===== src/rtl/mem_arbiter_if.sv =====
// Bus bundle between the I/D requesters, the memory arbiter and the line memory.
// The slave view belongs to the arbiter; the master view drives requests and memory responses.
interface mem_arbiter_if #(
  parameter int ADDR_WIDTH = 32,
  parameter int LINE_WIDTH = 256
);
  logic                  i_read;
  logic [ADDR_WIDTH-1:0] i_address;
  logic [LINE_WIDTH-1:0] i_rdata;
  logic                  i_resp;
  logic                  d_read;
  logic                  d_write;
  logic [ADDR_WIDTH-1:0] d_address;
  logic [LINE_WIDTH-1:0] d_wdata;
  logic [LINE_WIDTH-1:0] d_rdata;
  logic                  d_resp;
  logic                  pmem_read;
  logic                  pmem_write;
  logic [ADDR_WIDTH-1:0] pmem_address;
  logic [LINE_WIDTH-1:0] pmem_wdata;
  logic [LINE_WIDTH-1:0] pmem_rdata;
  logic                  pmem_resp;

  modport slave (
    input  i_read, i_address, d_read, d_write, d_address, d_wdata, pmem_rdata, pmem_resp,
    output i_rdata, i_resp, d_rdata, d_resp, pmem_read, pmem_write, pmem_address, pmem_wdata
  );

  modport master (
    output i_read, i_address, d_read, d_write, d_address, d_wdata, pmem_rdata, pmem_resp,
    input  i_rdata, i_resp, d_rdata, d_resp, pmem_read, pmem_write, pmem_address, pmem_wdata
  );
endinterface


===== src/rtl/mem_arbiter.sv =====
// Two-port (instruction/data) arbiter in front of a single line memory.
// One transaction in flight, round-robin on contention, mandatory idle cycle between grants.
module mem_arbiter #(
  parameter int ADDR_WIDTH = 32,
  parameter int LINE_WIDTH = 256
) (
  input logic          clk,
  input logic          rst,
  mem_arbiter_if.slave bus
);
  typedef enum logic [1:0] {
    IDLE    = 2'd0,
    I_READ  = 2'd1,
    D_READ  = 2'd2,
    D_WRITE = 2'd3
  } state_t;

  localparam logic [ADDR_WIDTH-1:0] LINE_MASK = {{(ADDR_WIDTH-5){1'b1}}, 5'b0};

  state_t                r_state;
  logic                  r_last_grant_d;
  logic                  r_pmem_read;
  logic                  r_pmem_write;
  logic [ADDR_WIDTH-1:0] r_pmem_address;
  logic [LINE_WIDTH-1:0] r_pmem_wdata;

  logic w_i_pend;
  logic w_d_pend;
  logic w_grant_i;

  // I wins when it is alone, or when both wait and D was served last.
  assign w_i_pend  = bus.i_read;
  assign w_d_pend  = bus.d_read | bus.d_write;
  assign w_grant_i = w_i_pend & (~w_d_pend | r_last_grant_d);

  always_ff @(posedge clk or negedge rst) begin
    if (!rst) begin
      r_state        <= IDLE;
      r_last_grant_d <= 1'b1;
      r_pmem_read    <= 1'b0;
      r_pmem_write   <= 1'b0;
      r_pmem_address <= '0;
      r_pmem_wdata   <= '0;
    end else begin
      case (r_state)
        IDLE: begin
          if (w_grant_i) begin
            r_state        <= I_READ;
            r_pmem_read    <= 1'b1;
            r_pmem_address <= bus.i_address & LINE_MASK;
            r_last_grant_d <= 1'b0;
          end else if (w_d_pend) begin
            r_last_grant_d <= 1'b1;
            r_pmem_address <= bus.d_address & LINE_MASK;
            // A simultaneous read+write request is served as a write.
            if (bus.d_write) begin
              r_state      <= D_WRITE;
              r_pmem_write <= 1'b1;
              r_pmem_wdata <= bus.d_wdata;
            end else begin
              r_state      <= D_READ;
              r_pmem_read  <= 1'b1;
            end
          end
        end
        default: begin
          if (bus.pmem_resp) begin
            r_state      <= IDLE;
            r_pmem_read  <= 1'b0;
            r_pmem_write <= 1'b0;
          end
        end
      endcase
    end
  end

  assign bus.pmem_read    = r_pmem_read;
  assign bus.pmem_write   = r_pmem_write;
  assign bus.pmem_address = r_pmem_address;
  assign bus.pmem_wdata   = r_pmem_wdata;

  // Completion is steered by the current grant so a stray pmem_resp in IDLE goes nowhere.
  assign bus.i_resp  = (r_state == I_READ) & bus.pmem_resp;
  assign bus.d_resp  = ((r_state == D_READ) | (r_state == D_WRITE)) & bus.pmem_resp;
  assign bus.i_rdata = bus.pmem_rdata;
  assign bus.d_rdata = bus.pmem_rdata;
endmodule


===== src/flat_wrapper.sv =====
// flat-port wrapper written by rule: the top's interface ports become plain ports
module mem_arbiter_flat 
#(
  parameter int ADDR_WIDTH = 32,
  parameter int LINE_WIDTH = 256
)
  (clk, rst, bus_i_read, bus_i_address, bus_d_read, bus_d_write, bus_d_address, bus_d_wdata, bus_pmem_rdata, bus_pmem_resp, bus_i_rdata, bus_i_resp, bus_d_rdata, bus_d_resp, bus_pmem_read, bus_pmem_write, bus_pmem_address, bus_pmem_wdata);
  mem_arbiter_if #(.ADDR_WIDTH(ADDR_WIDTH), .LINE_WIDTH(LINE_WIDTH)) bus_i ();
  input logic clk;
  input logic rst;
  input wire logic [$bits(bus_i.i_read)-1:0] bus_i_read;
  input wire logic [$bits(bus_i.i_address)-1:0] bus_i_address;
  input wire logic [$bits(bus_i.d_read)-1:0] bus_d_read;
  input wire logic [$bits(bus_i.d_write)-1:0] bus_d_write;
  input wire logic [$bits(bus_i.d_address)-1:0] bus_d_address;
  input wire logic [$bits(bus_i.d_wdata)-1:0] bus_d_wdata;
  input wire logic [$bits(bus_i.pmem_rdata)-1:0] bus_pmem_rdata;
  input wire logic [$bits(bus_i.pmem_resp)-1:0] bus_pmem_resp;
  output wire logic [$bits(bus_i.i_rdata)-1:0] bus_i_rdata;
  output wire logic [$bits(bus_i.i_resp)-1:0] bus_i_resp;
  output wire logic [$bits(bus_i.d_rdata)-1:0] bus_d_rdata;
  output wire logic [$bits(bus_i.d_resp)-1:0] bus_d_resp;
  output wire logic [$bits(bus_i.pmem_read)-1:0] bus_pmem_read;
  output wire logic [$bits(bus_i.pmem_write)-1:0] bus_pmem_write;
  output wire logic [$bits(bus_i.pmem_address)-1:0] bus_pmem_address;
  output wire logic [$bits(bus_i.pmem_wdata)-1:0] bus_pmem_wdata;
  assign bus_i.i_read = bus_i_read;
  assign bus_i.i_address = bus_i_address;
  assign bus_i.d_read = bus_d_read;
  assign bus_i.d_write = bus_d_write;
  assign bus_i.d_address = bus_d_address;
  assign bus_i.d_wdata = bus_d_wdata;
  assign bus_i.pmem_rdata = bus_pmem_rdata;
  assign bus_i.pmem_resp = bus_pmem_resp;
  assign bus_i_rdata = bus_i.i_rdata;
  assign bus_i_resp = bus_i.i_resp;
  assign bus_d_rdata = bus_i.d_rdata;
  assign bus_d_resp = bus_i.d_resp;
  assign bus_pmem_read = bus_i.pmem_read;
  assign bus_pmem_write = bus_i.pmem_write;
  assign bus_pmem_address = bus_i.pmem_address;
  assign bus_pmem_wdata = bus_i.pmem_wdata;
  mem_arbiter #(.ADDR_WIDTH(ADDR_WIDTH), .LINE_WIDTH(LINE_WIDTH)) u_core (.clk(clk), .rst(rst), .bus(bus_i));
endmodule

===== config.mk =====
export PLATFORM = sky130hd
export DESIGN_NAME = mem_arbiter_flat
export DESIGN_NICKNAME = d
export VERILOG_FILES = /design/src/rtl/mem_arbiter_if.sv /design/src/rtl/mem_arbiter.sv /design/src/flat_wrapper.sv
export SDC_FILE = /design/constraint.sdc
export NUM_CORES = 1
export LEC_CHECK = 0
export BUFFER_PORTS_ARGS = -buffer_cell sky130_fd_sc_hd__buf_2
export CAP_MARGIN = 25
export CORE_AREA = 4 4 544 546
export CTS_BUF_LIST = sky130_fd_sc_hd__clkbuf_8 sky130_fd_sc_hd__clkbuf_16
export DETAILED_ROUTE_END_ITERATION = 7
export DIE_AREA = 0 0 548 550
export PLACE_DENSITY = 0.3
export SYNTH_ARGS = -nofsm -noshare
export SYNTH_HDL_FRONTEND = slang
export SYNTH_SLANG_ARGS = --single-unit

===== constraint.sdc =====
create_clock -name clk -period 2 [get_ports clk]
set_input_delay 0.5 -clock clk [delete_from_list [all_inputs] [get_ports clk]]
set_output_delay 0.5 -clock clk [all_outputs]
set_load 0.03 [all_outputs]

# Word level (Yosys, flattened, before mapping)
# Index checks and enable logic that the tools add are counted.
# W data, S select, Z words.
[word_totals]
input_bits = 582
output_inout_bits = 804
wordCells = 48
regBits = 293
[classes]
n_bitwise = 8
n_eq_ne = 8
n_reduce_logical = 8
muxes = 18
[op_table]
columns = ["cell", "count"]
rows = [
  ["$mux W32", 2],
  ["$mux W1", 12],
  ["$mux W2", 4],
  ["$reduce_and A4 Y1", 2],
  ["$eq A2 B2 Y1 const B", 2],
  ["$ne A2 B2 Y1 const B", 2],
  ["$reduce_and A2 Y1", 2],
  ["$reduce_bool A2 Y1", 2],
  ["$and A1 B1 Y1", 3],
  ["$ne A3 B1 Y1 const B", 1],
  ["$ne A3 B2 Y1 const B", 1],
  ["$or A1 B1 Y1", 3],
  ["$reduce_and A3 Y1", 1],
  ["$eq A2 B1 Y1 const B", 1],
  ["$logic_not A2 Y1", 1],
  ["$ne A2 B1 Y1 const B", 1],
  ["$not A1 Y1", 2],
]

# Longest topological paths before layout
[logic_depth]
depth_word = 6
depth_mapped = 6
depth_no_buf = 3

# Worst setup path after synthesis
# Ideal clock, no wire load.
[synth_path]
path_kind = "flip-flop to flip-flop"
from = "register u_core.r_state[1]"
to = "register u_core.r_pmem_wdata[100], in the netlist u_core.bus.pmem_wdata[100]"
slack_ns = 0.413
stages_incl_launch_ff = 7
n_path_buf = 3
synth_period_minus_slack_ns = 1.587
setup_time_ns = 0.125
t_arrival_ns = 1.462
required_ns = 1.875
path_cell_list = "dfrtp_1 nor2_2 and3_1 buf_6 buf_12 buf_12 mux2_4"
[synth_via]
elab_chain_cells = 2
[synth_rtl]
columns = ["element", "line_no", "text"]
rows = [
  ["from (decl)", "mem_arbiter.sv:20", "state_t r_state;"],
  ["from (signal assigned)", "mem_arbiter.sv:38", "r_state <= IDLE;"],
  ["from (signal assigned)", "mem_arbiter.sv:48", "r_state <= I_READ;"],
  ["from (signal assigned)", "mem_arbiter.sv:57", "r_state <= D_WRITE;"],
  ["$logic_not A2 Y1", "mem_arbiter.sv:45", "case (r_state)"],
  ["$reduce_and A4 Y1 (no line)", "--", ""],
  ["to (signal assigned)", "mem_arbiter.sv:59", "r_pmem_wdata <= bus.d_wdata;"],
  ["to (decl)", "mem_arbiter.sv:25", "logic [LINE_WIDTH-1:0] r_pmem_wdata;"],
]
# Every way passes these cells.
# A chain may end at the register's enable or synchronous reset.

# Worst setup path in the final report
[layout_path]
from = "register u_core.r_state[1]"
to = "output bus_i_resp"
[layout_via]
elab_chain_cells = 2
[layout_rtl]
columns = ["element", "line_no", "text"]
rows = [
  ["$eq A2 B1 Y1", "mem_arbiter.sv:83", "assign bus.i_resp = (r_state == I_READ) & bus.pmem_resp;"],
  ["$and A1 B1 Y1", "mem_arbiter.sv:83", ""],
  ["to (decl)", "flat_wrapper.sv:20", "output wire logic [$bits(bus_i.i_resp)-1:0] bus_i_resp;"],
]
# Every way passes these cells.

==> out/metrics.cfg <==
[run_status]
status = complete, no violations

[cells_and_area]
layout_common_cells = 598 x buf_2, 285 x dfrtp_1, 218 x mux2_4
final_common_cell = buf_2
layout-drive-gt1-share_pct = 67.2
final_nets = 1985
area_growth_syn_to_layout_pct = 35.6

[yosys]
syn_area_um2 = 16100
ys_ff_latch = 288
synth_area_leaders = dfrtp_1 45%, buf_4 24%, mux2_4 20%
async_flop_share_pct = 100
synth-edff-count = 0
synth.largest_area_cell = dfrtp_1
ys_seq_area_share_pct = 44.8
synthFlopType = dfrtp_1
yosysTopAreaCellShare_pct = 44.6
netlist_instances = 1241
syn_area_per_cell_um2 = 13.0
yosys.cell_types.count = 29
synth_warnings = 0

[critical_path]
max_stage_delay_ps = 440
crit_required_ps = 1500
crit_end = bus_i_resp
cp-start-kind = flop
rr_startpoint = u_core.r_state[1]$_DFFE_PN0P_
r2r_end = u_core.bus.pmem_wdata[123]$_DFFE_PN0P_
crit_buf_inv = 2
critPathTopFamily = flip-flops
crit_path_cell_trace = inv_2, and3_4, buf_6
r2r_cells = 5
path_depth = 3
crit_type = reg2out
critPathMaxFanout = 4
r2r_slack_ps = 140
arrival_ps = 1430
endpoint_kind = primary output
crit_path_start = u_core.r_state[1]$_DFFE_PN0P_
slowest_stage = dfrtp_2

[sta]
fin_hold_ws_ps = 92.3
period_minus_slack_ps = 1930
finalCritPeriodShare_pct = 96.5
final_hold_viol_count = 0
slew_headroom_pct = 66.1
max_slew.worst_pin.slew_ps = 509
grt_setup_unrepaired = yes
tns_ps = 0
layout_setup_ws_ps = 69.2
setup_viol = 0
clock_skew_ps = 49.2
drv_slew = 0
fmax_mhz = 518

[flow_run]
cap_violations = 0

[clock_tree]
cts_tree = yes
cts_max_path_buffers = 3
numCtsBuffers = 39
root_buffer = clkbuf_16
cts.clk_slew.worst_paths_ps = 60
clkLatencyLatePin_ps = 630
cts_sinks = 288
htree_num_levels = 2

[pwr]
powerDensity_nw_per_um2 = 1770
p_total_w = 0.0387
peakVddDrop_mv = 0.739
leakagePower_nw = 8.89

[drt]
firstDrtPassIters = 6
antenna_left = 0
viasPerCell = 1.89
wl_per_cell_um = 24.4
route.detailed.drc = 0
drt_iter0_drc = 516
routed_wl_um = 130000
via_count = 10106

[global_routing]
grt_max_degree = 36
grt_pass1_vias = 10656
grt_pass1_wl_um = 155000
antenna_found_initial = 65
grt_use_total_pct = 8.21
grt.overflow.total = 0

[placed_design]
gp_congestion = 0.812
io_buffers = 602
hpwlAfterDp_um = 118000
dp_slack_ps = -42.0

[die]
rows = 198
start_util_pct = 5.54
die_h_um = 550
io_pins = 1386
die_area_um2 = 301000
core_area_um2 = 291000
die_w_um = 548

[worst_hold_path]
hold_depth = 2
min_path_type = in2reg

-- synth_stat cells, drive strengths merged, types with 2 or more instances --
library cell	number
nand2	3
buf	551
nand3	27
mux2	256
inv	3
clkbuf	14
dfrtp	287
and3	2
a31oi	27
a21oi	28
and2	2
o21ai	30
-- where the power goes --
group	internal [W]	leakage, nW	total [W]	switching [W]
combinational	0.00719	4.82	0.0207	0.0135
clock	0.00427	0.696	0.00741	0.00314
sequential	0.00887	3.38	0.0106	0.00172
total	0.0203	8.89	0.0387	0.0183
-- through the flow --
step	area [um2]	instances	utilization, %
final	21800	5341	7.51
after global placement	20400	5253	7.01
after detailed placement	20400	5253	7.01
after CTS	21800	5334	7.50
after global routing	21800	5339	7.51
after floorplan	16100	1245	-
-- how the worst min path moves through the flow --
stage,start,to,slack (ps)
global route,bus_d_wdata[249],u_core.bus.pmem_wdata[249]$_DFFE_PN0P_,30
CTS,bus_d_wdata[236],u_core.bus.pmem_wdata[236]$_DFFE_PN0P_,0.9
detailed placement,u_core.bus.pmem_wdata[245]$_DFFE_PN0P_,u_core.bus.pmem_wdata[245]$_DFFE_PN0P_,470
floorplan,rst,u_core.bus.pmem_address[10]$_DFFE_PN0P_,200
finish,bus_d_wdata[233],u_core.bus.pmem_wdata[233]$_DFFE_PN0P_,90
global placement,u_core.bus.pmem_wdata[0]$_DFFE_PN0P_,u_core.bus.pmem_wdata[0]$_DFFE_PN0P_,460
-- cell families (layout without fill, tap and decap cells) --
kind of cell           after synthesis  after routing  share of synthesized area [%]
other                                1             12                         0.0233
AND/OR/NAND/NOR                     36             36                           1.14
flip-flops                         288            288                           44.8
multiplexers                       256            256                           23.0
AO/OA/AOI/OAI                       92             92                           3.22
buffers and inverters              568            757                           27.8
-- state kept, by name, indices dropped and copies added (netlist names) --
register	count
u_core.bus.pmem_read	1
u_core.bus.pmem_address	27
u_core.r_last_grant_d	1
u_core.r_state	2
u_core.bus.pmem_wdata	256
u_core.bus.pmem_write	1
-- routing by layer --
metal / wire (um) / share of wire (%) / global-route usage [%]
met3: 28900 / 22 / 8.17
met5: 65 / 0.050 / 0.172
met1: 32100 / 25 / 5.88
met4: 7080 / 5.4 / 3.68
met2: 62000 / 48 / 14.1
-- what timing repair did --
action                                  4_1_cts  5_1_grt
hold endpoints to repair                     24        0
buffers inserted                              1        0
hold buffers                                  8        0
pin swaps                                     0        0
gates resized for setup                       6        3
endpoints found under the setup margin        4       13
-- cell type report --
class / instances / area (um2)
Fill cell: 33897 / 269000
Tap cell: 3900 / 4880
Clock inverter: 29 / 302
Sequential cell: 288 / 7210
Clock buffer: 43 / 1030
Timing Repair Buffer: 682 / 3920
Antenna cell: 7 / 17.5
Inverter: 3 / 11.3
Multi-Input combinational cell: 389 / 4450
No activity file was read; power rests on OpenSTA's default activity.
